File: config.mk
export PLATFORM = sky130hd
export DESIGN_NAME = frv_rng_responder_flat
export DESIGN_NICKNAME = d
export VERILOG_FILES = /design/src/rtl/frv_rng_responder_if.sv /design/src/rtl/frv_rng_responder.sv /design/src/flat_wrapper.sv
export SDC_FILE = /design/constraint.sdc
export NUM_CORES = 1
export LEC_CHECK = 0
export BUFFER_PORTS_ARGS = -buffer_cell sky130_fd_sc_hd__buf_2
export CORE_UTILIZATION = 41
export CTS_BUF_LIST = sky130_fd_sc_hd__clkbuf_2 sky130_fd_sc_hd__clkbuf_4 sky130_fd_sc_hd__clkbuf_8
export DETAILED_ROUTE_END_ITERATION = 10
export GPL_ROUTABILITY_DRIVEN = 0
export MAX_ROUTING_LAYER = met4
export SYNTH_ARGS = -nofsm -noshare
export SYNTH_HDL_FRONTEND = slang
export SYNTH_SLANG_ARGS = --single-unit
export TNS_END_PERCENT = 1
File: constraint.sdc
create_clock -name g_clk -period 3.4 [get_ports g_clk]
set_input_delay 0.51 -clock g_clk [delete_from_list [all_inputs] [get_ports g_clk]]
set_output_delay 0.51 -clock g_clk [all_outputs]
set_load 0.02 [all_outputs]
File: src/rtl/frv_rng_responder_if.sv
// Request/response handshake bundle between the core's RNG initiator
// and the PRNG responder.
interface frv_rng_responder_if;
  logic        rng_req_valid;
  logic [2:0]  rng_req_op;
  logic [31:0] rng_req_data;
  logic        rng_req_ready;
  logic        rng_rsp_valid;
  logic [2:0]  rng_rsp_status;
  logic [31:0] rng_rsp_data;
  logic        rng_rsp_ready;

  modport master (
    output rng_req_valid,
    output rng_req_op,
    output rng_req_data,
    output rng_rsp_ready,
    input  rng_req_ready,
    input  rng_rsp_valid,
    input  rng_rsp_status,
    input  rng_rsp_data
  );

  modport slave (
    input  rng_req_valid,
    input  rng_req_op,
    input  rng_req_data,
    input  rng_rsp_ready,
    output rng_req_ready,
    output rng_rsp_valid,
    output rng_rsp_status,
    output rng_rsp_data
  );
endinterface

File: src/rtl/frv_rng_responder.sv
// xorshift32 PRNG responder: one registered response per request,
// optional extra latency to mimic a slow entropy source.
module frv_rng_responder #(
  parameter int RSP_LATENCY = 0,
  parameter int SEED_MIN    = 1
) (
  input  logic g_clk,
  input  logic g_reset,
  frv_rng_responder_if.slave rng
);

  localparam int CW = (RSP_LATENCY > 0) ?
                      $clog2(RSP_LATENCY + 1) : 1;
  localparam int SW = $clog2(SEED_MIN + 1);

  localparam logic [2:0] ST_NO_INIT   = 3'b000;
  localparam logic [2:0] ST_UNHEALTHY = 3'b001;
  localparam logic [2:0] ST_HEALTHY   = 3'b010;

  typedef enum logic [1:0] {
    S_IDLE,
    S_BUSY,
    S_RESP
  } state_t;

  state_t         r_state;
  state_t         w_state_nxt;
  logic [CW-1:0]  r_cnt;
  logic [31:0]    r_prng;
  logic [SW-1:0]  r_seed_cnt;
  logic           r_unh;
  logic [2:0]     r_status;
  logic [31:0]    r_data;

  logic           w_accept;
  logic           w_seed;
  logic           w_samp;
  logic           w_dnz;
  logic           w_healthy;
  logic [31:0]    w_xor;
  logic [31:0]    w_xs;
  logic [31:0]    w_prng_nxt;
  logic [SW-1:0]  w_cnt_nxt;
  logic           w_unh_nxt;
  logic [31:0]    w_data_nxt;
  logic [2:0]     w_status_nxt;

  function automatic logic [31:0] xs32(
    input logic [31:0] x
  );
    logic [31:0] y;
    y = x ^ (x << 13);
    y = y ^ (y >> 17);
    y = y ^ (y << 5);
    return y;
  endfunction

  function automatic logic [2:0] status_of(
    input logic          unh,
    input logic [SW-1:0] cnt
  );
    if (unh)
      return ST_UNHEALTHY;
    if (cnt >= SW'(SEED_MIN))
      return ST_HEALTHY;
    return ST_NO_INIT;
  endfunction

  assign rng.rng_req_ready  = (r_state == S_IDLE)
                              & ~g_reset;
  assign rng.rng_rsp_valid  = (r_state == S_RESP);
  assign rng.rng_rsp_status = r_status;
  assign rng.rng_rsp_data   = r_data;

  assign w_accept  = rng.rng_req_valid
                     & rng.rng_req_ready;
  assign w_seed    = (rng.rng_req_op == 3'b001);
  assign w_samp    = (rng.rng_req_op == 3'b010);
  assign w_dnz     = (rng.rng_req_data != 32'h0);
  assign w_xor     = r_prng ^ rng.rng_req_data;
  assign w_xs      = xs32(r_prng);
  assign w_healthy = (status_of(r_unh, r_seed_cnt)
                      == ST_HEALTHY);

  // Effects of the presented op; committed only on accept.
  always_comb begin
    w_prng_nxt = r_prng;
    w_cnt_nxt  = r_seed_cnt;
    w_unh_nxt  = r_unh;
    w_data_nxt = 32'h0;
    unique case (1'b1)
      w_seed && w_dnz: begin
        w_prng_nxt = (w_xor == 32'h0) ?
                     32'h1 : w_xor;
        w_cnt_nxt  = (r_seed_cnt == SW'(SEED_MIN)) ?
                     r_seed_cnt :
                     r_seed_cnt + SW'(1);
        w_unh_nxt  = 1'b0;
      end
      w_seed && !w_dnz: begin
        w_unh_nxt = 1'b1;
        w_cnt_nxt = '0;
      end
      w_samp && w_healthy: begin
        w_prng_nxt = w_xs;
        w_data_nxt = w_xs;
      end
      default: ;
    endcase
    w_status_nxt = status_of(w_unh_nxt, w_cnt_nxt);
  end

  always_comb begin
    w_state_nxt = r_state;
    unique case (r_state)
      S_IDLE:
        if (w_accept)
          w_state_nxt = (RSP_LATENCY > 0) ?
                        S_BUSY : S_RESP;
      S_BUSY:
        if (r_cnt <= CW'(1))
          w_state_nxt = S_RESP;
      S_RESP:
        if (rng.rng_rsp_ready)
          w_state_nxt = S_IDLE;
      default:
        w_state_nxt = S_IDLE;
    endcase
  end

  always_ff @(posedge g_clk or posedge g_reset) begin
    if (g_reset)
      r_state <= S_IDLE;
    else
      r_state <= w_state_nxt;
  end

  always_ff @(posedge g_clk or posedge g_reset) begin
    if (g_reset)
      r_cnt <= '0;
    else if (w_accept)
      r_cnt <= CW'(RSP_LATENCY);
    else if (r_state == S_BUSY)
      r_cnt <= r_cnt - CW'(1);
  end

  always_ff @(posedge g_clk or posedge g_reset) begin
    if (g_reset) begin
      r_prng     <= 32'h0;
      r_seed_cnt <= '0;
      r_unh      <= 1'b0;
      r_status   <= ST_NO_INIT;
      r_data     <= 32'h0;
    end else if (w_accept) begin
      r_prng     <= w_prng_nxt;
      r_seed_cnt <= w_cnt_nxt;
      r_unh      <= w_unh_nxt;
      r_status   <= w_status_nxt;
      r_data     <= w_data_nxt;
    end
  end

endmodule

File: src/flat_wrapper.sv
// flat-port wrapper written by rule: the top's interface ports become plain ports
module frv_rng_responder_flat 
#(
  parameter int RSP_LATENCY = 0,
  parameter int SEED_MIN    = 1
)
  (g_clk, g_reset, rng_rng_req_valid, rng_rng_req_op, rng_rng_req_data, rng_rng_rsp_ready, rng_rng_req_ready, rng_rng_rsp_valid, rng_rng_rsp_status, rng_rng_rsp_data);
  frv_rng_responder_if rng_i ();
  input  logic g_clk;
  input  logic g_reset;
  input wire logic [$bits(rng_i.rng_req_valid)-1:0] rng_rng_req_valid;
  input wire logic [$bits(rng_i.rng_req_op)-1:0] rng_rng_req_op;
  input wire logic [$bits(rng_i.rng_req_data)-1:0] rng_rng_req_data;
  input wire logic [$bits(rng_i.rng_rsp_ready)-1:0] rng_rng_rsp_ready;
  output wire logic [$bits(rng_i.rng_req_ready)-1:0] rng_rng_req_ready;
  output wire logic [$bits(rng_i.rng_rsp_valid)-1:0] rng_rng_rsp_valid;
  output wire logic [$bits(rng_i.rng_rsp_status)-1:0] rng_rng_rsp_status;
  output wire logic [$bits(rng_i.rng_rsp_data)-1:0] rng_rng_rsp_data;
  assign rng_i.rng_req_valid = rng_rng_req_valid;
  assign rng_i.rng_req_op = rng_rng_req_op;
  assign rng_i.rng_req_data = rng_rng_req_data;
  assign rng_i.rng_rsp_ready = rng_rng_rsp_ready;
  assign rng_rng_req_ready = rng_i.rng_req_ready;
  assign rng_rng_rsp_valid = rng_i.rng_rsp_valid;
  assign rng_rng_rsp_status = rng_i.rng_rsp_status;
  assign rng_rng_rsp_data = rng_i.rng_rsp_data;
  frv_rng_responder #(.RSP_LATENCY(RSP_LATENCY), .SEED_MIN(SEED_MIN)) u_core (.g_clk(g_clk), .g_reset(g_reset), .rng(rng_i));
endmodule
After elaboration in Yosys (flattened, before gate mapping)

Cells that the tools add are included.
Widths: inputs -> output; s select.

Bits in registers: 72
Latch bits: 0
Bits in writable memories: 0
Bits in read-only memories: 0
Bits of input ports: 39
Logic and storage cells: 64
Memories: 0

Add/sub/neg operators: 2
Multiply operators: 0
Div/mod/pow operators: 0
Magnitude comparators: 3
Equality and inequality tests: 8
Shift-type cells: 0
Muxes and demuxes: 26
Bitwise operators: 7
Reductions and logical operators: 11

Operators with widths:

| operator           | count |
|---|---|
| $xor 32x32->32     | 3 |
| $mux 32            | 2 |
| $pmux 32 s2        | 1 |
| $logic_not 32->1   | 1 |
| $reduce_bool 32->1 | 1 |
| $xor 32x15->32     | 1 |
| $mux 3             | 8 |
| $mux 1             | 9 |
| $eq 3x2->1 const B | 2 |
| $mux 2             | 3 |
| $pmux 2 s3         | 1 |
| $ne 2x1->1 const B | 2 |
| $pmux 1 s2         | 2 |
| $reduce_bool 2->1  | 2 |
| $eq 3x1->1 const B | 1 |
| $logic_and 1x1->1  | 3 |
| $reduce_and 3->1   | 1 |
| $and 1x1->1        | 2 |
| $eq 2x1->1 const B | 1 |
| $eq 2x2->1 const B | 1 |
| $ge 1x1->1 const B | 2 |
| $logic_not 2->1    | 1 |
| $ne 2x2->1 const B | 1 |
| $reduce_and 2->1   | 1 |
| other kinds (5)    | 5 |

Logic depth before layout (Yosys ltp)

Depth in word-level cells: 9
Depth in mapped cells: 8
Gate-level depth less buffers: 6

Worst setup path before layout

No wires, ideal clock.

Path kind: input -> register
Start point: in g_reset
End point: reg u_core.r_prng[1]
Setup time: 0.124 ns
Arrival time: 1.854 ns
Required time: 3.276 ns
Path slack: 1.422 ns
Stages on the path: 7
Cells stage by stage: nor2_1 nand2_1 a21oi_1 buf_4 buf_2 o2111ai_1 o31a_1

Word-level cells in the longest chain between the ends: 4

Ends and longest elaborated chain:

| element                    | RTL line                 | source |
|---|---|---|
| start: declaration         | flat_wrapper.sv:10       | `input logic g_reset;` |
| $not 1->1                  | frv_rng_responder.sv:70  | `& ~g_reset;` |
| $and 1x1->1                | frv_rng_responder.sv:70  |  |
| $and 1x1->1                | frv_rng_responder.sv:76  | `& rng.rng_req_ready;` |
| $reduce_and 2->1 (no line) | n/a                      |  |
| end signal: assignment     | frv_rng_responder.sv:155 | `r_prng <= w_prng_nxt;` |
| end: declaration           | frv_rng_responder.sv:29  | `logic [31:0] r_prng;` |

Every way passes these cells.
A chain may end at the register's enable or synchronous reset.

Worst setup path after layout

Start point: reg u_core.r_prng[8]
End point: reg u_core.r_prng[8]

Word-level cells in the longest chain between the ends: 4

Ends and longest elaborated chain:

| element                                            | RTL line                                         | source |
|---|---|---|
| $xor 32x32->32, on equally long branches           | frv_rng_responder.sv:80, frv_rng_responder.sv:52 |  |
| $logic_not 32->1 or $xor 32x15->32 (tied branches) | frv_rng_responder.sv:93, frv_rng_responder.sv:53 |  |
| $mux 32 or $xor 32x32->32 (tied branches)          | frv_rng_responder.sv:93, frv_rng_responder.sv:54 |  |
| $pmux 32 s2 *                                      | frv_rng_responder.sv:91                          | `unique case (1'b1)` |

Every way passes the cells marked *; elsewhere a longest branch is shown, timed or not.

==> summary.md <==
| Metric | Value |
|---|---|
| Critical path launch point type | flip-flop |
| DRC viols | 0 |
| Layout cells sized above 1 | 19.3% |
| Largest net degree at the start of global routing | 73 |
| Crit-path cells | xor2_1 -> nor4_1 -> nand4_1 -> o21ai_4 -> buf_4 -> o21ai_0 -> a22o_1 |
| Drt wl/cell | 18.0 um |
| Clk_skew | 0.00825 ns |
| Biggest area consumer among synthesized cells | dfrtp_1 |
| Area of the multi-input gates | 2320 um^2 |
| Critical path class | reg -> reg |
| Post-Syn Nets | 505 |
| Total clock sinks | 68 |
| Peak VDD IR | 0.000252 V |
| CP Data Arrival Time | 2.90 ns |
| Die H | 103 um |
| Largest cells by area after synthesis | dfrtp_1 40%, xor2_1 13%, o21ai_0 9.7% |
| Critical path's slowest cell | o21ai_4 |
| R2R setup slack | 0.74 ns |
| Final cycle utilization of the critical path | 78.1% |
| Reg clk slew, reported paths | 0.08 ns |
| Final Hold Viols | 0 |
| Worst-margin pin slew | 0.733 ns |
| Placeable Area | 9860 um^2 |
| Fin Setup TNS | 0 ns |
| Hold-fix buffers, CTS | 0 |
| Max-slew violations | 0 |
| Post-synthesis cell type count | 31 |
| Slew margin rel. | 50.8% |
| Worst R2R Start | u_core.r_prng[8]$_DFFE_PP0P_ |
| Storage element area | 1700 um^2 |
| Final #Nets | 569 |
| Top-area cell type share of the netlist area | 40.4% |
| Status | complete, no violations |
| Total GRT Usage | 24.7% |
| Setup-failing EPs final | 0 |
| Quantity of gates resized following cts | 0 |
| Top Usage Layer GRT | met2 |
| DIE AREA | 10700 um^2 |
| Vias/cell | 5.48 |
| Die X | 103 um |
| Final ANT Viol Nets | 0 |
| CTS tree | yes |
| Htree depth | 3 |
| Maximum clock path buffer count | 2 |
| Starting Density | 42.7% |
| # diodes | 0 |
| Setup Fix Bufs, Post-CTS | 0 |
| Endpoint class of the critical path | flip-flop |
| Max frequency | 0.376 GHz |
| Synthesized instance count | 466 |
| Antenna violations before repair | 0 |
| Worst Path Required | 3.65 ns |
| Root buffer selected by CTS | clkbuf_8 |
| Crit path from | u_core.r_prng[8]$_DFFE_PP0P_ |
| Met3 usage | 3.83% |
| Fillers | 971 |
| Hold Path Class | in -> async |
| Boundary Pins | 76 |
| Worst hold slack | 0.238 ns |
| First-pass DRT Iterations | 5 |
| Grt met2 use | 36.3% |
| Max-cap violations | 0 |
| Cell Pwr Density | 784 nW/um^2 |
| Post-synthesis instance area | 4220 um^2 |
| First-pass GRT wire length | 18.6 mm |
| Via count | 3661 |
| FP Rows | 36 |
| RSZ-0062 raised after global routing | no |
| Clock Latency Late Sink | 0.35 ns |
| Post-DP HPWL | 9.19 mm |
| Max incr delay on CP | 0.55 ns |
| Number of global-route vias before repair | 3404 |
| Synthesized area per cell | 9.05 um^2 |
| Num CTS Buffers | 9 |
| Most common cell after layout, fill and taps aside | o21ai_0 |
| GRT met1 Usage | 35.0% |
| CP Max Fanout | 24 |
| Post-Route WL | 12.0 mm |
| Commonest cells after routing, fill and taps aside | 82 x o21ai_0, 74 x buf_2, 68 x dfrtp_1, 65 x nand2_1, 62 x xor2_1 |
| Drt first-iter violations | 231 |
| Leak Pwr | 2.18 nW |
| Congestion Overflow GR | 0 |
| Yosys Warn Count | 0 |
| Final Critical Period | 2.66 ns |
| Register area share after synthesis | 40.4% |
| Area grow syn2layout | 14.4% |
| IO Port Bufs | 74 |
| Register bit count reported by yosys | 68 |
[power by group]
group / switching, W / total (W) / leakage [nW] / internal (W)
clock network: 0.000338 / 0.000621 / 0.0920 / 0.000283
registers: 0.000319 / 0.00132 / 0.893 / 0.000998
logic: 0.00102 / 0.00184 / 1.20 / 0.000825
[metal layers]
metal,wire length (um),up-vias,part of all wire [%]
met1,5730,1775,48
li1,-,1740,-
met5,0,-,0
met3,702,18,5.9
met4,189,0,1.6
met2,5370,128,45
[metrics by stage]
step	util (%)	worst slack (ns)	instance area, um^2	total power (W)	cells
floorplan	-	1.18	4220	0.00269	466
global placement	47.1	0.613	4650	0.00312	652
detailed placement	47.1	0.555	4650	0.00315	652
CTS	48.9	0.749	4820	0.00377	668
global route	48.9	0.603	4820	0.00402	668
finish	48.9	0.743	4820	0.00378	668
[worst paths after layout]
kind                                                      endpoint  cells after the start
max reg2reg                           u_core.r_prng[8]$_DFFE_PP0P_                      7
min                        u_core.rng.rng_rsp_data[28]$_DFFE_PP0P_                      2
min in group g_clk                   u_core.r_state[1]$_DFFE_PP0P_                      2
min reg2reg                 u_core.rng.rng_rsp_data[6]$_DFFE_PP0P_                      2
max                                   u_core.r_prng[8]$_DFFE_PP0P_                      7
max in group asynchronous            u_core.r_prng[31]$_DFFE_PP0P_                      3
[sequential cells by signal, indices dropped and copies added, names as in the netlist]
register / count
u_core.r_seed_cnt: 1
u_core.rng.rng_rsp_status: 2
u_core.r_prng: 32
u_core.rng.rng_rsp_data: 32
u_core.r_state: 1
[cell usage after synthesis, drive strengths merged]
cell / n
nor2b: 1
xor2: 62
nand3: 2
o22a: 1
a21oi: 8
xnor2: 31
dfrtp: 68
o2bb2ai: 3
nor2: 6
o21bai: 1
a21o: 5
nand2b: 24
and3: 1
o31a: 4
inv: 8
a22o: 24
buf: 16
nand4: 4
o2111ai: 5
o21ai: 85
conb: 1
nor3: 9
nand2: 66
o31ai: 1
clkbuf: 13
or3b: 1
nor4: 16
[cell type report]
| class | instances | area share, % |
|---|---|---|
| flip-flops and latches | 68 | 35.3 |
| repair buffers | 82 | 8.92 |
| inverters | 8 | 0.622 |
| well taps | 133 | 3.45 |
| clock inverters | 6 | 0.830 |
| multi-input cells | 361 | 48.1 |
| clock buffers | 10 | 2.85 |
[logic make-up after synthesis]
logic type	share of synthesized area [%]
other cells	0.0889
buf+inv	4.99
flops	40.4
xor+xnor	19.3
simple gates	14.7
compound gates	20.5
[worst max-delay path, delay by kind of cell (launching register included)]
family                 cells  cell delay, ns
AO/OA/AOI/OAI              3            0.89
XOR/XNOR                   1            0.19
buffers and inverters      1            0.32
flip-flops                 1            0.45
AND/OR/NAND/NOR            2            0.68
Power figures use the tool's default switching activity.
